<file path="config.mk">
export PLATFORM = sky130hd
export DESIGN_NAME = dpb_port_arbiter
export DESIGN_NICKNAME = d
export VERILOG_FILES = /design/src/rtl/dpb_port_arbiter.sv
export SDC_FILE = /design/constraint.sdc
export NUM_CORES = 1
export LEC_CHECK = 0
export CAP_MARGIN = 30
export CORE_MARGIN = 2
export CORE_UTILIZATION = 37
export DETAILED_ROUTE_END_ITERATION = 8
export GPL_TIMING_DRIVEN = 0
export PLACE_DENSITY = 0.84
export SLEW_MARGIN = 20
export SYNTH_ARGS = -nofsm -noshare
export SYNTH_HDL_FRONTEND = slang
export SYNTH_SLANG_ARGS = --single-unit
</file>
<file path="constraint.sdc">
create_clock -name sysclk -period 1.63 [get_ports sysclk]
set_input_delay 0.326 -clock sysclk [delete_from_list [all_inputs] [get_ports sysclk]]
set_output_delay 0.326 -clock sysclk [all_outputs]
set_load 0.02 [all_outputs]
</file>
<file path="src/rtl/dpb_port_arbiter.sv">
// dpb_port_arbiter
//
// Round-robin arbiter and access sequencer for port A of an 8k x 8 dual-port
// block RAM that runs in bypass read mode. Two masters issue single-byte
// read/write requests. Each granted access is turned into a complete
// clka/cea/ocea/wrea/ada/dina sequence. The RAM clock is generated here from
// sysclk.
//
// Ports:
//   sysclk, external_reset   system clock; asynchronous active-high reset
//   req0/1, we0/1            request (held until ack) and write enable
//   addr0/1, wdata0/1        byte address and write data for each requester
//   ack0/1                   one-cycle completion pulse
//   rdata0/1                 last read result for each requester, held
//   busy                     high while an access is in progress
//   mem_clka .. mem_dina     RAM port A controls, address and write data
//   mem_douta                RAM port A read data
module dpb_port_arbiter #(
  parameter int ADDR_W   = 13,
  parameter int DATA_W   = 8,
  parameter int CLK_HALF = 1
) (
  input  logic              sysclk,
  input  logic              external_reset,
  input  logic              req0,
  input  logic              req1,
  input  logic              we0,
  input  logic              we1,
  input  logic [ADDR_W-1:0] addr0,
  input  logic [ADDR_W-1:0] addr1,
  input  logic [DATA_W-1:0] wdata0,
  input  logic [DATA_W-1:0] wdata1,
  output logic              ack0,
  output logic              ack1,
  output logic [DATA_W-1:0] rdata0,
  output logic [DATA_W-1:0] rdata1,
  output logic              busy,
  output logic              mem_clka,
  output logic              mem_cea,
  output logic              mem_ocea,
  output logic              mem_wrea,
  output logic              mem_reseta,
  output logic [ADDR_W-1:0] mem_ada,
  output logic [DATA_W-1:0] mem_dina,
  input  logic [DATA_W-1:0] mem_douta
);

  typedef enum logic [2:0] {IDLE, SETUP, HIGH, LOW, ACK} state_t;

  localparam int              CNT_W    = (CLK_HALF > 1) ? $clog2(CLK_HALF) : 1;
  localparam logic [CNT_W-1:0] CNT_LAST = CNT_W'(CLK_HALF - 1);

  state_t              state_reg, state_next;
  logic [CNT_W-1:0]    cnt_reg, cnt_next;
  logic                last_reg, last_next;
  logic                grant_reg, grant_next;
  logic                we_reg, we_next;
  logic                clka_reg, clka_next;
  logic                cea_reg, cea_next;
  logic                wrea_reg, wrea_next;
  logic [ADDR_W-1:0]   ada_reg, ada_next;
  logic [DATA_W-1:0]   dina_reg, dina_next;
  logic                pick;
  logic                half_done;
  logic                capture;

  assign half_done = (cnt_reg == CNT_LAST);
  // Final cycle of LOW: read data is valid and the ack pulse is launched.
  assign capture   = (state_reg == LOW) && half_done;

  always_ff @(posedge sysclk or posedge external_reset) begin
    if (external_reset) begin
      state_reg <= IDLE;
      cnt_reg   <= '0;
      last_reg  <= 1'b1;  // requester 0 wins the first contention
      grant_reg <= 1'b0;
      we_reg    <= 1'b0;
      clka_reg  <= 1'b0;
      cea_reg   <= 1'b0;
      wrea_reg  <= 1'b0;
      ada_reg   <= '0;
      dina_reg  <= '0;
    end else begin
      state_reg <= state_next;
      cnt_reg   <= cnt_next;
      last_reg  <= last_next;
      grant_reg <= grant_next;
      we_reg    <= we_next;
      clka_reg  <= clka_next;
      cea_reg   <= cea_next;
      wrea_reg  <= wrea_next;
      ada_reg   <= ada_next;
      dina_reg  <= dina_next;
    end
  end

  always_comb begin
    state_next = state_reg;
    cnt_next   = cnt_reg;
    last_next  = last_reg;
    grant_next = grant_reg;
    we_next    = we_reg;
    clka_next  = clka_reg;
    cea_next   = cea_reg;
    wrea_next  = wrea_reg;
    ada_next   = ada_reg;
    dina_next  = dina_reg;
    pick       = 1'b0;
    case (state_reg)
      IDLE: begin
        if (req0 || req1) begin
          // Contention goes to the requester not served last time.
          pick       = (req0 && req1) ? ~last_reg : req1;
          grant_next = pick;
          we_next    = pick ? we1 : we0;
          wrea_next  = pick ? we1 : we0;
          ada_next   = pick ? addr1 : addr0;
          dina_next  = pick ? wdata1 : wdata0;
          cea_next   = 1'b1;
          clka_next  = 1'b0;
          cnt_next   = '0;
          state_next = SETUP;
        end
      end
      SETUP: begin
        // Address/data have had one full cycle of setup; raise clka.
        clka_next  = 1'b1;
        state_next = HIGH;
      end
      HIGH: begin
        if (half_done) begin
          clka_next  = 1'b0;
          cea_next   = 1'b0;
          wrea_next  = 1'b0;
          cnt_next   = '0;
          state_next = LOW;
        end else begin
          cnt_next = cnt_reg + 1'b1;
        end
      end
      LOW: begin
        if (half_done) begin
          cnt_next   = '0;
          state_next = ACK;
        end else begin
          cnt_next = cnt_reg + 1'b1;
        end
      end
      ACK: begin
        last_next  = grant_reg;
        state_next = IDLE;
      end
      default: state_next = IDLE;
    endcase
  end

  // Per-requester ack pulse and held read data.
  genvar gi;
  generate
    for (gi = 0; gi < 2; gi++) begin : g_req
      logic              ack_q;
      logic [DATA_W-1:0] rdata_q;
      always_ff @(posedge sysclk or posedge external_reset) begin
        if (external_reset) begin
          ack_q   <= 1'b0;
          rdata_q <= '0;
        end else begin
          ack_q <= capture && (grant_reg == 1'(gi));
          if (capture && !we_reg && (grant_reg == 1'(gi))) begin
            rdata_q <= mem_douta;
          end
        end
      end
    end
  endgenerate

  assign ack0       = g_req[0].ack_q;
  assign ack1       = g_req[1].ack_q;
  assign rdata0     = g_req[0].rdata_q;
  assign rdata1     = g_req[1].rdata_q;
  assign busy       = (state_reg != IDLE);
  assign mem_clka   = clka_reg;
  assign mem_cea    = cea_reg;
  assign mem_ocea   = cea_reg;
  assign mem_wrea   = wrea_reg;
  assign mem_reseta = 1'b0;
  assign mem_ada    = ada_reg;
  assign mem_dina   = dina_reg;

endmodule
</file>
## Yosys cells after proc, flatten, opt, wreduce, memory -nomap -nowiden

Index checks and enable logic that the tools add are counted.

- $add $sub $neg: 1
- Equality and inequality tests: 7
- Muxes and demuxes: 17
- Bitwise logic cells: 3
- Reductions and logical operators: 20

Operator list:

| operator | number |
|---|---|
| two-way mux 13 bit | 1 |
| one-hot mux 3 bit (4 select lines) | 1 |
| two-way mux 3 bit | 3 |
| AND reduction 3 bit | 3 |
| two-way mux 8 bit | 1 |
| logical AND 1 bit | 7 |
| two-way mux 1 bit | 7 |
| equality test 3 x 2 -> 1 bit, second input constant | 2 |
| inequality test 2 bit, second input constant | 3 |
| one-hot mux 1 bit (2 select lines) | 3 |
| nonzero test 3 bit | 2 |
| AND reduction 2 bit | 2 |
| nonzero test 2 bit | 2 |
| equality test 3 x 1 -> 1 bit, second input constant | 1 |
| equality test 3 bit, second input constant | 1 |
| logical NOT 3 bit | 1 |
| NOT 1 bit | 3 |
| one-hot mux 1 bit (3 select lines) | 1 |
| OR reduction 2 bit | 1 |
| adder 1 bit, second input constant | 1 |
| logical NOT 1 bit | 1 |
| logical OR 1 bit | 1 |

- Flip-flop bits (word level): 49
- Bits of input ports: 56
- Word-level logic and storage cells: 62

## Longest topological paths before layout

- Depth in word-level cells: 5
- Depth in mapped cells: 5
- Mapped depth without buffers: 3

## Least setup slack after synthesis

Ideal clock, no wire load.

- Path kind: reg2reg
- From: register state_reg[2]
- To: register grant_reg
- Data arrival time: 1.552 ns
- Data required time: 1.503 ns
- Path slack: -0.049 ns
- Cell stages (with the launch flop): 6
- Buffers on the path: 2
- Period minus slack after synthesis: 1.679 ns
- Cell sequence: dfrtp_1 > or3_1 > buf_2 > nor2_8 > buf_8 > mux2_1

- Word-level cells in the longest chain between the ends: 2

RTL lines:

| item | RTL line | text |
|---|---|---|
| start, declared | 53 | `state_t state_reg, state_next;` |
| start signal, assigned | 84 | `state_reg <= state_next;` |
| logical NOT 3 bit | 109 | `case (state_reg)` |
| AND reduction 2 bit (no line) | -- |  |
| end signal, assigned | 87 | `grant_reg <= grant_next;` |
| end, declared | 56 | `logic grant_reg, grant_next;` |

No other way between the ends.
A chain may end at the register's enable or synchronous reset.

## Worst setup path in the final report

- From: register state_reg[2]
- To: register dina_reg[5] (netlist: mem_dina[5])

- Word-level cells in the longest chain between the ends: 2

RTL lines:

| item | RTL line | text |
|---|---|---|
| logical NOT 3 bit | 109 |  |
| AND reduction 2 bit (no line) | -- |  |
| end signal, assigned | 93 | `dina_reg <= dina_next;` |
| end, declared | 62 | `logic [DATA_W-1:0] dina_reg, dina_next;` |

No other way between the ends.

==> impl_metrics.ini <==
[route]
ant_nets = 0
dr.pass1.iters = 4
vias = 1572
routed_wl_um = 5060
routed_via_density = 4.58
route.detailed.drc = 0
routedWlPerCell_um = 14.8
drt_iter0_drc = 41

[synth]
syn_area_sq_um = 2190
ys_seq_elements = 48
async_flop_share_pct = 100
ys.flop_type = dfrtp_1
synth_nets = 199
ys_seq_area_share_pct = 54.9
synth.distinct_cells = 28
synth_enable_flop_cells = 0
ys_warn_count = 0
synth_cells = 143
synth_area_per_cell_sq_um = 15.3

[status]
status = finished, violations left
violations = negative setup slack

[critical_path]
ff2ff_path_depth = 6
r2r_start = state_reg[2]
crit_path_max_fanout = 5
rrSetupSlack_ns = -0.08
required_ns = 1.81
critPathKind = reg -> reg
end_kind = flop
cp_slowest_cell = dfrtp_1
max_stage_delay_ns = 0.40
cp-start-kind = flop
cp_data_arrival_time_ns = 1.90
path_cells = or3_1 -> buf_6 -> nor2_8 -> buf_12 -> clkbuf_16 -> mux2_4
r2r_end = mem_dina[5]

[pwr]
power_w = 0.00709
peakVddDrop_mv = 1.07
total_leakage_power_nw = 1.90
p_per_area_nw_per_um2 = 1880

[layout]
drive_gt1_share_pct = 37.7
final_cells = 343
fillers = 470
num-nets-final = 323
largest_reg_flops = 13
seq_area_sq_um = 1200
multi_input_area_sq_um = 991
synthToLayoutAreaGrowth_pct = 72.3
insertedDiodeCount = 0

[global_route]
grt_use_met3_pct = 3.89
use_met2_pct = 26.4
antenna_found_initial = 0
grt_pass1_wl_um = 7800
gr-total-overflow = 0
first_global_vias = 1652
grt_max_degree = 30
use_met1_pct = 19.7
track_usage_pct = 15.7
grt-busiest-layer = met2

[floorplanning]
initial_utilization_pct = 37.7
fp.dieW_um = 81.0
rows = 28
fp.dieH_um = 81.0
ios = 101
fp.coreArea_sq_um = 5820
fp.dieArea_sq_um = 6550

[clocking]
cts.sinks = 48
cts_max_path_buffers = 2
clkTransAtPathRegs_ns = 0.09
cts_buffers = 5
cts_tree = yes
htree_levels = 2
insertion_delay_ns = 0.30
cts_root_buf = clkbuf_8

[sta]
hold_slack_ns = 0.345
skew_ns = 0.00826
slew_viol_final = 0
fin_crit_ns = 1.71
setup_violations = 23
fin_crit_sh_pct = 105
max_freq_ghz = 0.584
rsz0062_at_grt = true
finalHoldViolCount = 0
setup_ws_ns = -0.0823

[placement]
gp_congestion = 0.724
portBuffers = 99
placed_cells_incl_taps = 318
hpwl_um = 3420

[min_path]
worstHoldPathType = in -> async

[run]
cap_violations = 0
[through the flow]
step / setup TNS, ns / util [%] / setup slack [ns] / area (sq um)
floorplan: -0.134 / - / -0.0134 / 2200
global placement: -53.33 / 56.4 / -0.776 / 3280
detailed placement: -16.68 / 56.8 / -0.749 / 3300
CTS: -1.56 / 62.3 / -0.0957 / 3620
global route: -2.35 / 64.9 / -0.126 / 3770
finish: -1.38 / 64.9 / -0.0823 / 3770
[where the power goes]
part | switching [W] | internal (W) | total (W)
Sequential | 0.000333 | 0.00180 | 0.00213
Clock | 0.000394 | 0.000454 | 0.000848
Combinational | 0.00167 | 0.00244 | 0.00411
Total | 0.00240 | 0.00469 | 0.00709
[area by class of cell]
| cell class | instances | share of cell area, % |
|---|---|---|
| tap | 75 | 2.49 |
| timing repair buffer | 117 | 34.0 |
| multi-input combinational | 86 | 26.3 |
| sequential | 48 | 31.9 |
| inverter | 2 | 0.199 |
| clock buffer | 5 | 1.82 |
| buffer | 7 | 2.22 |
| clock inverter | 3 | 1.13 |
[cell usage in the layout, fill, tap and decap left out, drive strengths merged, types with 2 or more instances in the layout]
cell and n:
mux2i 2, clkdlybuf4s50 66, nor2 5, buf 24
o21ai 4, nor3b 2, clkbuf 6, dlygate4sd2 4
inv 2, nor3 2, dfrtp 47, mux2 60
dlymetal6s2s 28, nand2 2
[worst max-delay path, delay by kind of cell, from the launching register on]
kind / cells / cell delay (ns)
buf+inv: 3 / 0.42
flops: 1 / 0.40
mux: 1 / 0.29
simple gates: 2 / 0.49
[cell families after synthesis]
group	Yosys count	synth area share, %
multiplexers	62	33.5
flip-flops	48	54.9
AND/OR/NAND/NOR	15	5.60
buffers and inverters	9	3.54
AO/OA/AOI/OAI	7	1.94
XOR/XNOR	1	0.400
other	1	0.171
[timing repair]
action	in CTS	in global routing
endpoints found under the setup margin	43	66
gates resized for setup	24	36
hold buffers	0	0
pin swaps	2	3
setup buffers	12	2
cloned	2	1
[metal layers]
layer	wire (um)	share of wire, %
met1	2110	42
met5	0	0
met3	374	7.4
met2	2480	49
met4	97	1.9
[synthesized netlist by cell type (2+ instances only)]
library cell,n,share of area [%]
nor2_1,4,0.69
nand2_1,2,0.34
mux2i_1,2,0.91
inv_1,2,0.34
o21ai_0,4,0.91
mux2_2,42,22
dfrtp_1,47,54
buf_4,4,1.4
mux2_1,8,4.1
mux2_4,10,6.9
[how the worst max path moves through the flow]
stage | from | to | slack [ns] | depth (start not counted)
6_report | state_reg[2] | mem_dina[5] | -0.08 | 6
5_1_grt | state_reg[2] | busy | -0.13 | 3
4_1_cts | state_reg[1] | busy | -0.1 | 3
3_5_place_dp | req1 | mem_dina[7] | -0.75 | 5
3_3_place_gp | req1 | mem_dina[4] | -0.78 | 5
2_1_floorplan | state_reg[2] | grant_reg | -0.01 | 5
(Power assumes the default switching activity.)
